--- src/rtl/multi_flicker.sv ---
// Multi-channel candle-flicker LED driver: shared prescaler and Galois LFSR feed
// per-channel smoothed levels, each driving a registered PWM output.
// Optional MULTI_FLICKER_STAGGER_EN staggers PWM phases across channels.
module multi_flicker #(
  parameter int          CHANNELS  = 4,
  parameter int          PWM_BITS  = 8,
  parameter int          FLKR_DIV  = 122,
  parameter int          LFSR_DIV  = 4,
  parameter int          STEP      = 4,
  parameter int          MIN_LEVEL = 64,
  parameter logic [15:0] SEED      = 16'hACE1
) (
  input  logic                         clk,
  input  logic                         rst,
  input  logic [1:0]                   mode,
  input  logic [CHANNELS-1:0]          ch_en,
  output logic [CHANNELS-1:0]          pwm_out,
  output logic [CHANNELS*PWM_BITS-1:0] level_o
);

  localparam int PW = (FLKR_DIV > 1) ? $clog2(FLKR_DIV) : 1;
  localparam int LW = (LFSR_DIV > 1) ? $clog2(LFSR_DIV) : 1;
  localparam int EW = PWM_BITS + 1;
  localparam logic [15:0]         SEED_EFF  = (SEED == 16'h0000) ? 16'h0001 : SEED;
  localparam logic [PWM_BITS-1:0] LOW_ONES  = PWM_BITS'((2 ** (PWM_BITS - 4)) - 1);
  localparam logic [PWM_BITS-1:0] MIN_LVL   = PWM_BITS'(MIN_LEVEL);
  localparam logic [PWM_BITS-1:0] ALL_ONES  = '1;
  localparam logic [EW-1:0]       STEP_N    = EW'(STEP);
  localparam logic [EW-1:0]       STEP_G    = EW'(2 * STEP);
  localparam int                  PHASE_INC = (2 ** PWM_BITS) / CHANNELS;

  localparam logic [1:0] M_FLICKER = 2'b00;
  localparam logic [1:0] M_STEADY  = 2'b01;
  localparam logic [1:0] M_GUST    = 2'b10;
  localparam logic [1:0] M_HOLD    = 2'b11;

  logic [PW-1:0]       presc_q, presc_d;
  logic [LW-1:0]       lstep_q, lstep_d;
  logic [15:0]         lfsr_q, lfsr_d;
  logic [PWM_BITS-1:0] pwm_cnt_q, pwm_cnt_d;
  logic [CHANNELS-1:0] pwm_out_q, pwm_out_d;
  logic [CHANNELS-1:0][PWM_BITS-1:0] level_q, level_d;
  logic [CHANNELS-1:0][PWM_BITS-1:0] duty_q, duty_d;
  logic [CHANNELS-1:0][PWM_BITS-1:0] target;
  logic [CHANNELS-1:0][PWM_BITS-1:0] pc;

  logic          flkr_tick;
  logic          lfsr_adv;
  logic [15:0]   lfsr_nx;
  logic [3:0]    nib;
  logic [PWM_BITS-1:0] raw;
  logic [EW-1:0] step_amt;
  logic [EW-1:0] lvl_ext;
  logic [EW-1:0] tgt_ext;
  logic [EW-1:0] up_val;
  logic [EW-1:0] dn_val;

  always_comb begin
    flkr_tick = (presc_q == PW'(FLKR_DIV - 1));
    presc_d   = flkr_tick ? '0 : presc_q + PW'(1);

    lstep_d = lstep_q;
    if (flkr_tick) begin
      lstep_d = (lstep_q == LW'(LFSR_DIV - 1)) ? '0 : lstep_q + LW'(1);
    end

    lfsr_adv = flkr_tick &&
               (((mode == M_FLICKER) && (lstep_q == LW'(LFSR_DIV - 1))) || (mode == M_GUST));
    lfsr_nx  = {1'b0, lfsr_q[15:1]} ^ (lfsr_q[0] ? 16'hB400 : 16'h0000);
    lfsr_d   = lfsr_adv ? lfsr_nx : lfsr_q;

    pwm_cnt_d = pwm_cnt_q + PWM_BITS'(1);
    step_amt  = (mode == M_GUST) ? STEP_G : STEP_N;
  end

  // Per-channel target, smoothing, phase and duty shadow.
  always_comb begin
    nib       = '0;
    raw       = '0;
    lvl_ext   = '0;
    tgt_ext   = '0;
    up_val    = '0;
    dn_val    = '0;
    target    = '0;
    pc        = '0;
    level_d   = level_q;
    duty_d    = duty_q;
    pwm_out_d = '0;
    for (int i = 0; i < CHANNELS; i++) begin
      for (int j = 0; j < 4; j++) begin
        nib[j] = lfsr_q[(4 * i + j) % 16];
      end
      raw = (PWM_BITS'(nib) << (PWM_BITS - 4)) | LOW_ONES;
      if (mode == M_STEADY) begin
        target[i] = ALL_ONES;
      end else begin
        target[i] = (raw < MIN_LVL) ? MIN_LVL : raw;
      end

      // One extra bit of headroom keeps level+step from wrapping.
      lvl_ext = {1'b0, level_q[i]};
      tgt_ext = {1'b0, target[i]};
      up_val  = lvl_ext + step_amt;
      if (up_val > tgt_ext) up_val = tgt_ext;
      dn_val  = ((lvl_ext - tgt_ext) > step_amt) ? (lvl_ext - step_amt) : tgt_ext;
      if (flkr_tick && (mode != M_HOLD)) begin
        if (lvl_ext < tgt_ext) begin
          level_d[i] = up_val[PWM_BITS-1:0];
        end else if (lvl_ext > tgt_ext) begin
          level_d[i] = dn_val[PWM_BITS-1:0];
        end
      end

`ifdef MULTI_FLICKER_STAGGER_EN
      pc[i] = pwm_cnt_q + PWM_BITS'(i * PHASE_INC);
`else
      pc[i] = pwm_cnt_q;
`endif
      // Duty reloads from the pre-update level at the end of each period.
      if (pc[i] == ALL_ONES) duty_d[i] = level_q[i];
      pwm_out_d[i] = ch_en[i] & (pc[i] < duty_q[i]);
    end
  end

  always_ff @(posedge clk or negedge rst) begin
    if (!rst) begin
      presc_q   <= '0;
      lstep_q   <= '0;
      lfsr_q    <= SEED_EFF;
      pwm_cnt_q <= '0;
      level_q   <= '0;
      duty_q    <= '0;
      pwm_out_q <= '0;
    end else begin
      presc_q   <= presc_d;
      lstep_q   <= lstep_d;
      lfsr_q    <= lfsr_d;
      pwm_cnt_q <= pwm_cnt_d;
      level_q   <= level_d;
      duty_q    <= duty_d;
      pwm_out_q <= pwm_out_d;
    end
  end

  assign pwm_out = pwm_out_q;
  assign level_o = level_q;

endmodule

--- config.mk ---
export PLATFORM = sky130hd
export DESIGN_NAME = multi_flicker
export DESIGN_NICKNAME = d
export VERILOG_FILES = /design/src/rtl/multi_flicker.sv
export SDC_FILE = /design/constraint.sdc
export NUM_CORES = 1
export LEC_CHECK = 0
export BUFFER_PORTS_ARGS = -buffer_cell sky130_fd_sc_hd__buf_4
export CAP_MARGIN = 25
export CORE_MARGIN = 2
export CORE_UTILIZATION = 57
export CTS_CLUSTER_SIZE = 14
export DETAILED_ROUTE_END_ITERATION = 8
export GPL_TIMING_DRIVEN = 1
export PLACE_DENSITY = 0.82
export SLEW_MARGIN = 10
export SYNTH_ARGS = -nofsm -noshare
export SYNTH_HDL_FRONTEND = slang
export SYNTH_SLANG_ARGS = --single-unit
--- constraint.sdc ---
create_clock -name clk -period 3.72 [get_ports clk]
set_input_delay 0.744 -clock clk [delete_from_list [all_inputs] [get_ports clk]]
set_output_delay 0.744 -clock clk [all_outputs]
set_load 0.005 [all_outputs]
======== Yosys cells after proc, flatten, opt, wreduce, memory -nomap -nowiden ========
Cells that the tools add are included.
Widths: inputs -> output; s select.
word-level totals
  bits in registers ....................... 101
  logic and storage cells ................. 104
  output and inout port bits .............. 36
  input bits .............................. 8
operators by class
  mux-type cells .......................... 28
  equality and inequality tests ........... 6
  reductions and logical operators ........ 13
  $add $sub $neg .......................... 15
  order comparisons ....................... 24
  bitwise operators ....................... 5
operators by type and width
  cell                 number
  $mux 8               24
  $lt 8x8->1           8
  $add 8x4->9          4
  $gt 9x4->1           4
  $gt 9x8->1           4
  $sub 8x8->9          4
  $gt 8x8->1           4
  $lt 8x7->1 const B   4
  $sub 8x4->8          4
  $mux 16              1
  $xor 15x16->16       1
  $add 8x1->8 const B  1
  $eq 8x8->1 const B   1
  $reduce_and 2->1     4
  $reduce_bool 2->1    4
  $add 7x1->7 const B  1
  $eq 7x7->1 const B   1
  $mux 7               1
  $and 1x1->1          4
  $eq 2x2->1 const B   2
  $mux 4               1
  $logic_and 1x1->1    3
  $add 2x1->2 const B  1
  $eq 2x1->1 const B   1
  4 further kinds      4

======== Longest topological paths before layout ========
  depth after elaboration ................. 8
  gate-level depth with buffers ........... 17
  mapped depth without buffers ............ 16

======== Worst setup path after synthesis ========
No wires, ideal clock.
  path type ............................... in2reg
  from .................................... input port mode[0]
  to ...................................... register level_q (netlist bit level_o[13])
  required time ........................... 3.626 ns
  arrival time ............................ 4.756 ns
  path buffers ............................ 1
  stages .................................. 15
  library setup time ...................... 0.094 ns
  path slack .............................. -1.130 ns
  cell sequence ........................... nand2b_1 -> inv_1 -> fa_1 -> and3_1 -> xnor2_1 -> ha_1 -> and3_1 -> a221oi_1 -> a21oi_1 -> a31oi_1 -> nor4_1 -> or3_1 -> buf_2 -> a22o_1 -> a221oi_2
between the ends
  cells in the longest elaborated chain, start to end .. 7
  elaborated cells between the ends (all ways) .. 19
  classes of those cells .................. 3 x add/sub; 4 x order compare; 3 x eq/ne; 6 x mux; 3 x reduce/logical
ends and longest elaborated chain
  element               RTL line  RTL
  start, declared       15        input logic [1:0] mode,
  $eq 2x1->1            94        if (mode == M_STEADY) begin
  $mux 8                94
  $sub 8x8->9           105       dn_val = ((lvl_ext - tgt_ext) > step_amt) ? (lvl_ext - step_amt) : tgt_ext;
  $gt 9x4->1            105
  $mux 8                105
  $mux 8                109       end else if (lvl_ext > tgt_ext) begin
  $mux 8                107       if (lvl_ext < tgt_ext) begin
  end signal, assigned  139       level_q <= level_d;
  end, declared         42        logic [CHANNELS-1:0][PWM_BITS-1:0] level_q, level_d;
Several ways; a longest one is shown, not always the timed one. The select of a mux whose other input is x is not followed.
A chain may end at the register's enable or synchronous reset.

======== Worst setup path in the final report ========
  from .................................... input port mode[1]
  to ...................................... register level_q (netlist bit level_o[13])
Same word-level chain as after synthesis.

==> results.yml <==
floorplanning:
  ios: 44
  start_util_pct: 58.8
  row_count: 43
  die_w_um: 124
  core-area_sq_um: 13900
  dieHeight_um: 124
  die_area_sq_um: 15300
global_route:
  grt_max_degree: 54
  grt_pass1_wl_um: 35800
  antenna_found_initial: 0
  grt_usage_pct: 29.7
  overflow: 0
  grt_pass1_vias: 7324
worst_setup_path:
  worst-path-max-fanout: 6
  cp_slowest_cell: "fa_2"
  slowest_delay_ns: 0.42
  crit_type: "in2reg"
  startpoint_type: "input pin"
  endpoint_kind: "flop"
  crit_chain: "buf_8 > buf_12 > nand2b_4 > clkinvlp_4 > fa_2 > xor2_1 > ha_1 > a21oi_2 > o21ai_2 > a221oi_2 > a21oi_2 > a31oi_4 > nor4_2 > or3_4 > a22o_1 > a221oi_2"
  crit_arrival_ns: 3.97
  cp.required_ns: 3.97
timing:
  min_period_ns: 3.72
  tightest_slew_ns: 0.664
  fmax_mhz: 269
  fin_crit_sh_pct: 100
  timing.slew.headroom_pct: 55.7
  rsz0062_at_grt: "true"
  skew_ns: 0.00951
  slew_viol_final: 0
  finalHoldViolations: 0
  setup-violations-final: 0
placed_design:
  port_buffers: 43
  dp_hpwl_um: 16400
  place.gp.congestion: 0.936
clock_tree:
  cts_hold_buf: 0
  clock_sinks: 93
  cts_tree: "built"
  clk_path_buf_depth: 2
  clkLatencyLatePin_ns: 0.35
  root_buffer: "clkbuf_16"
  clkTransAtPathRegs_ns: 0.06
  cts_buffers: 9
  h-tree-depth: 3
yosys:
  synthTopCellsByArea: "dfrtp_1 (26%), ha_1 (15%), mux2_2 (4.4%)"
  syn_avg_cell_area_sq_um: 8.95
  synth_area_sq_um: 8190
  synth_flop_cell: "dfrtp_1"
  synth_seq_area_share_pct: 28.5
  yosysUniqueCellTypes: 95
  synth_edf_count: 0
  yosys.area.top_type: "dfrtp_1"
  yosys_warnings: 0
  synth.ff_latch_count: 93
  synth.net_count: 1027
  async_flop_share_pct: 100
  synthCells: 915
  yosys.area.top_type_share_pct: 26.0
power:
  combPwrFrac_pct: 13.7
  switching_share_pct: 24.6
  peakVddDrop_uv: 228
  power.share.clock_pct: 41.7
  power.density_nw_per_um2: 221
  leakagePower_nw: 4.78
  total_power_mw: 2.27
  seq_power_share_pct: 44.6
  p_sw_mw: 0.557
  internal_power_mw: 1.71
hold_path:
  hp-class: "in2async"
route:
  viasPerCell: 6.16
  antenna_left: 0
  drc: 0
  routedWlPerCell_um: 18.1
  routed_wl_um: 22600
  routed-via-count: 7704
  first_pass_iters: 5
  first_iter_violations: 559
layout:
  utilization_pct: 73.6
  antenna_cells: 0
  nets: 1177
  drive_gt1_share_pct: 30.0
  syn2layout_area_growth_pct: 25.3
outcome:
  outcome: "finished clean"
job:
  drv_cap: 0
==> power groups by stage <==
| stage | logic, mW | clock network, mW | registers (mW) |
|---|---|---|---|
| after floorplan | 0.167 | 0 | 1.03 |
| after global placement | 0.275 | 0 | 1.03 |
| after detailed placement | 0.285 | 0 | 1.03 |
| after CTS | 0.287 | 0.949 | 1.01 |
| after global routing | 0.340 | 0.995 | 1.01 |
| final | 0.309 | 0.945 | 1.01 |
==> cell usage after synthesis (5+ instances only) <==
cell type and count:
ha_1 96, nor2_1 59, a21oi_1 47, clkbuf_1 18, xnor2_1 37, a221o_1 6
dfstp_2 8, o211ai_1 5, fa_1 8, nand4_1 7, dfrtp_1 85, xor2_1 22
nor2b_1 11, o21a_1 9, o21bai_1 5, a21o_1 32, a211oi_1 8, mux2i_1 7
and2_1 5, or2_2 8, mux2_2 32, inv_1 65, nor3b_1 7, nand2b_1 7
and3_1 13, o21ai_0 59, a31oi_1 9, or3_1 5, nor3_1 17, nand3_1 27
nand2_1 74
==> metal layers <==
layer  up-vias  routed length [um]  GRT usage (%)
met2       276               11200           50.8
met3        62                1240           4.40
met1      3758                9570           38.3
met4         0                 616           10.8
li1       3608                   -              -
met5         -                   0              0
==> metrics by stage <==
step	hold WS [ns]	instances	instance area (sq um)	setup WS (ns)	TNS (ns)
after floorplan	0.448	915	8330	-0.422	-2.45
after global routing	0.473	1250	10300	-0.136	-1.20
after global placement	0.462	1226	9630	-0.304	-4.68
after detailed placement	0.470	1226	9630	-0.385	-7.35
final	0.425	1250	10300	0.000460	0
after CTS	0.448	1242	9950	0.00142	0
==> state kept, by name (all words and copies together), names as in the netlist <==
register,cells
lfsr_q,16
pwm_cnt_q,8
presc_q,7
pwm_out,4
lstep_q,2
level_o,28
duty_q,28
==> path summary, 6_finish.rpt <==
check	to	startpoint	slack (ns)	cells past startpoint
max in group asynchronous	lfsr_q[13]	rst	2.53	2
worst max register to register	level_o[21]	lfsr_q[10]	0.06	16
worst min-delay path	level_o[24]	rst	0.43	1
min in group clk	duty_q[26]	duty_q[26]	0.48	2
worst max-delay path	level_o[13]	mode[1]	0.0005	16
worst min register to register	duty_q[26]	duty_q[26]	0.48	2
==> kinds of logic (layout without fill, tap and decap cells) <==
family,count (synthesis),count (layout),synth area share (%)
flops,93,93,28.5
compound gates,251,251,21.5
fa+ha+maj,108,108,17.1
mux,39,39,5.26
buf+inv,99,254,4.87
xor+xnor,59,59,6.31
simple gates,266,266,16.4
==> worst max-delay path, delay by kind of cell <==
kind	cells	cell delay [ns]
AND/OR/NAND/NOR	3	0.62
adder cells (fa/ha/maj)	2	0.76
buffers and inverters	3	0.41
AO/OA/AOI/OAI	7	1.22
XOR/XNOR	1	0.18
==> cell usage in the layout (no fill, tap or decap), types with 34 or more instances in the layout <==
cell,netlist,final
a21oi_1,47,40
buf_4,4,161
dfrtp_1,85,85
ha_1,96,88
inv_1,65,63
nand2_1,74,73
nor2_1,59,56
o21ai_0,59,48
xnor2_1,37,34
==> cell type report <==
class	count	area, sq um
multi-input cells	723	5820
fillers	954	3670
flip-flops and latches	93	2340
repair buffers	169	1310
clock buffers	15	268
inverters	69	268
well taps	180	225
clock inverters	1	30.0
==> what timing repair did <==
action / 4_1_cts / 5_1_grt
endpoints found under the setup margin: 4 / 26
setup buffers: 0 / 8
resized for setup: 4 / 58
pin swaps: 1 / 41
(Power assumes the default switching activity.)
